--- config.mk ---
export PLATFORM = sky130hd
export DESIGN_NAME = debug_mem_bridge
export DESIGN_NICKNAME = d
export VERILOG_FILES = /design/src/rtl/dbg_mem_pkg.sv /design/src/rtl/dbg_rd_lat_ctr.sv /design/src/rtl/debug_mem_bridge.sv
export SDC_FILE = /design/constraint.sdc
export NUM_CORES = 1
export LEC_CHECK = 0
export ABC_AREA = 1
export CAP_MARGIN = 10
export CORE_MARGIN = 10
export CORE_UTILIZATION = 37
export DETAILED_ROUTE_END_ITERATION = 10
export PLACE_DENSITY_LB_ADDON = 0.08
export SLEW_MARGIN = 20
export SYNTH_ARGS = -nofsm -noshare
export SYNTH_HDL_FRONTEND = slang
export SYNTH_SLANG_ARGS = --single-unit
--- constraint.sdc ---
create_clock -name clk -period 3 [get_ports clk]
set_input_delay 0.6 -clock clk [delete_from_list [all_inputs] [get_ports clk]]
set_output_delay 0.6 -clock clk [all_outputs]
set_load 0.02 [all_outputs]
--- src/rtl/dbg_mem_pkg.sv ---
// Shared types and constants for the debug memory bridge.
package dbg_mem_pkg;

  localparam int DATA_W     = 32;
  localparam int RD_LAT_MIN = 1;
  localparam int RD_LAT_MAX = 3;
  localparam int CTR_W      = 2;

  typedef enum logic [2:0] {
    ST_CPU      = 3'd0,
    ST_DBG_IDLE = 3'd1,
    ST_DBG_RD   = 3'd2,
    ST_DBG_WR   = 3'd3,
    ST_DBG_VFY  = 3'd4
  } state_t;

  // Out-of-range latencies are pinned to the nearest legal value.
  function automatic int clamp_lat(input int lat);
    if (lat < RD_LAT_MIN) begin
      return RD_LAT_MIN;
    end else if (lat > RD_LAT_MAX) begin
      return RD_LAT_MAX;
    end else begin
      return lat;
    end
  endfunction

endpackage

--- src/rtl/dbg_rd_lat_ctr.sv ---
// Read-latency down-counter: load starts a wait of LAT cycles, o_done marks
// the last one (the cycle in which memory read data is valid).
module dbg_rd_lat_ctr
  import dbg_mem_pkg::*;
#(
  parameter int LAT = 1
) (
  input  logic clk,
  input  logic rst_n,
  input  logic i_clr,
  input  logic i_load,
  output logic o_done
);

  localparam logic [CTR_W-1:0] LOAD_V = CTR_W'(clamp_lat(LAT));

  logic [CTR_W-1:0] r_cnt;

  // Clear has priority over load; otherwise count down to zero and hold.
  always_ff @(posedge clk or negedge rst_n) begin
    if (!rst_n) begin
      r_cnt <= {CTR_W{1'b0}};
    end else if (i_clr) begin
      r_cnt <= {CTR_W{1'b0}};
    end else if (i_load) begin
      r_cnt <= LOAD_V;
    end else if (r_cnt != {CTR_W{1'b0}}) begin
      r_cnt <= r_cnt - CTR_W'(1);
    end else begin
      r_cnt <= r_cnt;
    end
  end

  assign o_done = (r_cnt == CTR_W'(1));

endmodule

--- src/rtl/debug_mem_bridge.sv ---
// Arbitrates a single-port memory between the CPU and a debug monitor.
// Optional write read-back check: define DEBUG_MEM_BRIDGE_WR_VERIFY_EN.
module debug_mem_bridge
  import dbg_mem_pkg::*;
#(
  parameter int ADDR_W = 10,
  parameter int RD_LAT = 1
) (
  input  logic              clk,
  input  logic              rst_n,
  input  logic [31:0]       dbg_addr,
  input  logic [31:0]       dbg_wdata,
  input  logic              dbg_ce,
  input  logic              dbg_we,
  output logic [31:0]       dbg_rdata,
  output logic              dbg_rdata_ready,
  input  logic [31:0]       cpu_addr,
  input  logic [31:0]       cpu_wdata,
  input  logic              cpu_en,
  input  logic              cpu_we,
  output logic [31:0]       cpu_rdata,
  output logic [ADDR_W-1:0] mem_addr,
  output logic [31:0]       mem_wdata,
  output logic              mem_en,
  output logic              mem_we,
  input  logic [31:0]       mem_rdata,
  output logic              dbg_busy,
  output logic              wr_verify_err
);

  state_t              r_state;
  logic                r_ce_d;
  logic                r_ready;
  logic                r_busy;
  logic                r_dmem_en;
  logic                r_dmem_we;
  logic [ADDR_W-1:0]   r_op_addr;
  logic [ADDR_W-1:0]   r_lat_addr;
  logic [DATA_W-1:0]   r_wdata;
  logic [DATA_W-1:0]   r_rdata;
`ifdef DEBUG_MEM_BRIDGE_WR_VERIFY_EN
  logic                r_vfy_err;
`endif

  logic [ADDR_W-1:0]   w_word;
  logic                w_ce_rise;
  logic                w_cpu_mode;
  logic                w_in_rd;
  logic                w_abort_rd;
  logic                w_ctr_done;
  logic                w_rd_done;
  logic                w_unused;

  assign w_word     = dbg_addr[ADDR_W+1:2];
  assign w_ce_rise  = dbg_ce & ~r_ce_d;
  assign w_cpu_mode = (r_state == ST_CPU);
  assign w_in_rd    = (r_state == ST_DBG_RD) | (r_state == ST_DBG_VFY);
  assign w_abort_rd = ~dbg_ce | ((r_state == ST_DBG_RD) & dbg_we);
  assign w_rd_done  = w_in_rd & ~r_dmem_en & w_ctr_done;
  assign w_unused   = ^{dbg_addr[31:ADDR_W+2], dbg_addr[1:0],
                        cpu_addr[31:ADDR_W+2], cpu_addr[1:0]};

  dbg_rd_lat_ctr #(
    .LAT    (RD_LAT)
  ) u_lat_ctr (
    .clk    (clk),
    .rst_n  (rst_n),
    .i_clr  (~w_in_rd | w_abort_rd),
    .i_load (w_in_rd & r_dmem_en),
    .o_done (w_ctr_done)
  );

  // Debug sequencer; r_dmem_en/r_dmem_we are one-cycle pulses into memory.
  always_ff @(posedge clk or negedge rst_n) begin
    if (!rst_n) begin
      r_state    <= ST_CPU;
      r_ce_d     <= 1'b0;
      r_ready    <= 1'b0;
      r_busy     <= 1'b0;
      r_dmem_en  <= 1'b0;
      r_dmem_we  <= 1'b0;
      r_op_addr  <= {ADDR_W{1'b0}};
      r_lat_addr <= {ADDR_W{1'b0}};
      r_wdata    <= {DATA_W{1'b0}};
      r_rdata    <= {DATA_W{1'b0}};
`ifdef DEBUG_MEM_BRIDGE_WR_VERIFY_EN
      r_vfy_err  <= 1'b0;
`endif
    end else begin
      r_ce_d    <= dbg_ce;
      r_dmem_en <= 1'b0;
      r_dmem_we <= 1'b0;
      case (r_state)
        ST_CPU: begin
          r_ready <= 1'b0;
          if (w_ce_rise) begin
            r_state   <= ST_DBG_RD;
            r_op_addr <= w_word;
            r_dmem_en <= 1'b1;
            r_busy    <= 1'b1;
`ifdef DEBUG_MEM_BRIDGE_WR_VERIFY_EN
            r_vfy_err <= 1'b0;
`endif
          end else begin
            r_busy <= 1'b0;
          end
        end
        ST_DBG_IDLE: begin
          if (!dbg_ce) begin
            r_state <= ST_CPU;
            r_ready <= 1'b0;
            r_busy  <= 1'b0;
          end else if (dbg_we) begin
            r_state   <= ST_DBG_WR;
            r_op_addr <= w_word;
            r_wdata   <= dbg_wdata;
            r_dmem_en <= 1'b1;
            r_dmem_we <= 1'b1;
            r_ready   <= 1'b0;
            r_busy    <= 1'b1;
          end else if (w_word != r_lat_addr) begin
            r_state   <= ST_DBG_RD;
            r_op_addr <= w_word;
            r_dmem_en <= 1'b1;
            r_ready   <= 1'b0;
            r_busy    <= 1'b1;
          end else begin
            r_state <= ST_DBG_IDLE;
          end
        end
        ST_DBG_RD: begin
          if (!dbg_ce) begin
            r_state <= ST_CPU;
            r_busy  <= 1'b0;
          end else if (dbg_we) begin
            r_state   <= ST_DBG_WR;
            r_op_addr <= w_word;
            r_wdata   <= dbg_wdata;
            r_dmem_en <= 1'b1;
            r_dmem_we <= 1'b1;
          end else if (w_rd_done) begin
            r_state    <= ST_DBG_IDLE;
            r_rdata    <= mem_rdata;
            r_lat_addr <= r_op_addr;
            r_ready    <= 1'b1;
            r_busy     <= 1'b0;
          end else begin
            r_state <= ST_DBG_RD;
          end
        end
        ST_DBG_WR: begin
          if (!dbg_ce) begin
            r_state <= ST_CPU;
            r_busy  <= 1'b0;
          end else begin
`ifdef DEBUG_MEM_BRIDGE_WR_VERIFY_EN
            r_state   <= ST_DBG_VFY;
`else
            r_state   <= ST_DBG_RD;
`endif
            r_dmem_en <= 1'b1;
          end
        end
`ifdef DEBUG_MEM_BRIDGE_WR_VERIFY_EN
        ST_DBG_VFY: begin
          if (!dbg_ce) begin
            r_state <= ST_CPU;
            r_busy  <= 1'b0;
          end else if (w_rd_done) begin
            r_state    <= ST_DBG_IDLE;
            r_rdata    <= mem_rdata;
            r_lat_addr <= r_op_addr;
            r_ready    <= 1'b1;
            r_busy     <= 1'b0;
            if (mem_rdata != r_wdata) begin
              r_vfy_err <= 1'b1;
            end else begin
              r_vfy_err <= r_vfy_err;
            end
          end else begin
            r_state <= ST_DBG_VFY;
          end
        end
`endif
        default: begin
          r_state <= ST_CPU;
          r_ready <= 1'b0;
          r_busy  <= 1'b0;
        end
      endcase
    end
  end

  // Debug strobes are gated by dbg_ce so nothing is written after it falls.
  assign mem_addr  = w_cpu_mode ? cpu_addr[ADDR_W+1:2] : r_op_addr;
  assign mem_wdata = w_cpu_mode ? cpu_wdata : r_wdata;
  assign mem_en    = w_cpu_mode ? cpu_en : (r_dmem_en & dbg_ce);
  assign mem_we    = w_cpu_mode ? (cpu_en & cpu_we) : (r_dmem_we & dbg_ce);
  assign cpu_rdata = mem_rdata;

  assign dbg_rdata       = r_rdata;
  assign dbg_busy        = r_busy;
  assign dbg_rdata_ready = r_ready & dbg_ce & ~dbg_we & (w_word == r_lat_addr);
`ifdef DEBUG_MEM_BRIDGE_WR_VERIFY_EN
  assign wr_verify_err = r_vfy_err;
`else
  assign wr_verify_err = 1'b0;
`endif

endmodule

==> impl_metrics.toml <==
[grt]
grt_pass1_wl_um = 23300
grt_pass1_vias = 4398
gr-usage-all-layers = 0.159
grt_max_degree = 54
grt-ovfl-total = 0
antenna_found_initial = 0

[detailed_routing]
vias = 4261
first_pass_iters = 4
viasPerCell = 4.54
wl_per_cell_um = 15.6
top_layer = "met4"
drt_iter0_drc = 133
drc = 0
routed_wl_um = 14600
wl_met1_um = 6000
met2WireLength_um = 7170
ant_nets = 0
wl_met3_um = 1290

[yosys]
syn_nets = 740
ys_warn_count = 0
synth_seq_area_share = 0.480
netlist-cell-type-count = 29
netlist_instances = 568
synth.avg_cell_area_um2 = 8.53
synthesis.area_mm2 = 0.00484
synth-seq-cells = 93

[placement]
placed_cells = 923
io_buffers = 231
place_hpwl_um = 11500
routabilityCongestion = 0.820

[clock_tree]
path_clk_slew_ps = 60
holdBufCountCts = 0
cts_tree = "yes"
cts_max_level = 3
clk_latency_ps = 340
clockRootBuffer = "clkbuf_16"
numCtsBuffers = 9
cts_num_sinks = 93
clockBufferDepth = 2

[setup_path]
timing.rr.end = "r_op_addr[2]$_DFFE_PN0P_"
crit_fanout = 22
r2r_cells = 8
r2r_slack_ps = 1100
start_kind = "flop"
crit_type = "flop to output pin"
crit_slowest_cell = "clkdlybuf4s50_1"
r2r_start = "r_state[1]$_DFFE_PN0N_"
worstPathArrival_ps = 2160
crit_path_max_incr_delay_ps = 620
cpMostUsedCell = "nand2_1"
required_ps = 2400
crit_path_cell_trace = "inv_1 > ha_2 > buf_4 > nand2_1 > nand2_1 > clkdlybuf4s50_1"
cp-end-kind = "output pin"

[cells_and_area]
register_area_mm2 = 0.00233
multiInputGateArea_mm2 = 0.00201
nFillCells = 1205
final_common_cell = "nand2_1"
fin_nets = 934
drive_gt1_frac = 0.0926
n_antenna_cell = 0
syn_to_final_growth_pct = 52.4
finalNonFillerCells = 939
final_cell_mix = "nand2_1, clkdlybuf4s50_1, dfrtp_1, inv_1, mux2_4"

[timing]
slew_viol_final = 0
rsz0062_at_grt = "false"
final-setup-viol-count = 0
max_freq_mhz = 362
worst_pin_slew_ps = 583
fin_skew_ps = 6.79
fin_crit_sh = 0.920
fin_setup_tns_ps = 0
min_period_ps = 2760
hold_viol = 0
max_slew_margin = 0.611

[floorplanning]
die_h_um = 134
ios = 277
die_area_mm2 = 0.0181
die_w_um = 134
rows = 41
core_mm2 = 0.0127
start_util = 0.381

[worst_hold_path]
min_path_type = "input port to async pin"

[job]
cap_violations = 0

[run_status]
status = "completed"

[power_and_ir_drop]
ir_worst_vdd_mv = 0.453
p_per_area_mw_per_mm2 = 999
power.leakage_uw = 0.00365
## synth_stat cells (all sizes together)
| cell | n | share of area |
|---|---|---|
| mux2 | 32 | 0.098 |
| conb | 1 | 0.00077 |
| a211oi | 1 | 0.0026 |
| nand3 | 19 | 0.023 |
| a21oi | 1 | 0.0010 |
| inv | 35 | 0.027 |
| o31ai | 1 | 0.0026 |
| or2 | 1 | 0.0013 |
| o21bai | 1 | 0.0016 |
| clkbuf | 14 | 0.011 |
| nor2 | 10 | 0.011 |
| o41ai | 1 | 0.0018 |
| buf | 42 | 0.067 |
| nor4 | 1 | 0.0013 |
| nand2 | 273 | 0.21 |
| ha | 6 | 0.015 |
| o21ai | 29 | 0.030 |
| xnor2 | 5 | 0.0090 |
| dfrtp | 93 | 0.48 |
| nand4 | 2 | 0.0026 |
## cell type report
class / count / area share
Tap cell: 172 / 0.0291
Clock buffer: 12 / 0.0361
Clock inverter: 4 / 0.00424
Timing Repair Buffer: 239 / 0.325
Sequential cell: 93 / 0.315
Multi-Input combinational cell: 384 / 0.272
Inverter: 35 / 0.0181
## per-layer routing
metal / vias to the layer above / global-route usage
met2: 157 / 0.267
li1: 2116 / -
met3: 13 / 0.0597
met5: - / 0
met4: 0 / 0.0490
met1: 1975 / 0.183
## worst max-delay path, delay by kind of cell (launching register included)
kind                       cells  cell delay, ps
and+or+nand+nor                2             190
buffers and inverters          3             990
DFF                            1             410
adders and majority gates      1             230
## kinds of logic after synthesis
| logic type | after synthesis | share of synthesized area |
|---|---|---|
| AOI/OAI and AO/OA | 34 | 0.0395 |
| xor gates and xnor gates | 5 | 0.00904 |
| adders and majority gates | 6 | 0.0155 |
| buffers and inverters | 91 | 0.105 |
| DFF | 93 | 0.480 |
| muxes | 32 | 0.0976 |
| other | 1 | 0.000774 |
| and+or+nand+nor | 306 | 0.252 |
## worst max-delay path by stage
stage / depth (start not counted) / start / end
floorplan: 6 / r_state[0]$_DFFE_PN0N_ / mem_en
CTS: 6 / r_state[1]$_DFFE_PN0N_ / mem_addr[4]
global placement: 10 / dbg_addr[11] / dbg_rdata_ready
finish: 6 / r_state[1]$_DFFE_PN0N_ / mem_wdata[11]
detailed placement: 10 / dbg_addr[11] / dbg_rdata_ready
global route: 6 / r_state[1]$_DFFE_PN0N_ / mem_addr[0]
## metrics by stage
stage / power, uW / util / worst slack, ps / hold slack (ps) / cell area (um^2)
final: 7380 / 0.580 / 240 / 235 / 7380
after global routing: 7910 / 0.580 / 73.2 / 274 / 7380
after CTS: 7500 / 0.580 / 132 / 254 / 7380
after detailed placement: 6330 / 0.557 / -44.4 / 459 / 7080
after global placement: 6260 / 0.557 / -8.89 / 453 / 7080
after floorplan: 4460 / - / 949 / 304 / 4840
## where the power goes
group          leakage (uW)  internal (uW)  switching, uW  total (uW)
sequential          0.00121           1820            312        2130
clock              0.000149            633            484        1120
combinational       0.00228           1910           2220        4130
total               0.00365           4360           3020        7380
## state kept, by name (all words and copies together) (netlist names)
name / cells
r_dmem_we: 1
r_ce_d: 1
r_state: 2
dbg_rdata: 32
r_op_addr: 10
dbg_busy: 1
u_lat_ctr.r_cnt: 2
r_dmem_en: 1
r_ready: 1
r_wdata: 32
r_lat_addr: 10
## what timing repair did
item,CTS,global route
setup buffers,0,0
gates resized for setup,2,1
setup endpoints to repair,2,2
No activity file was read; power rests on OpenSTA's default activity.
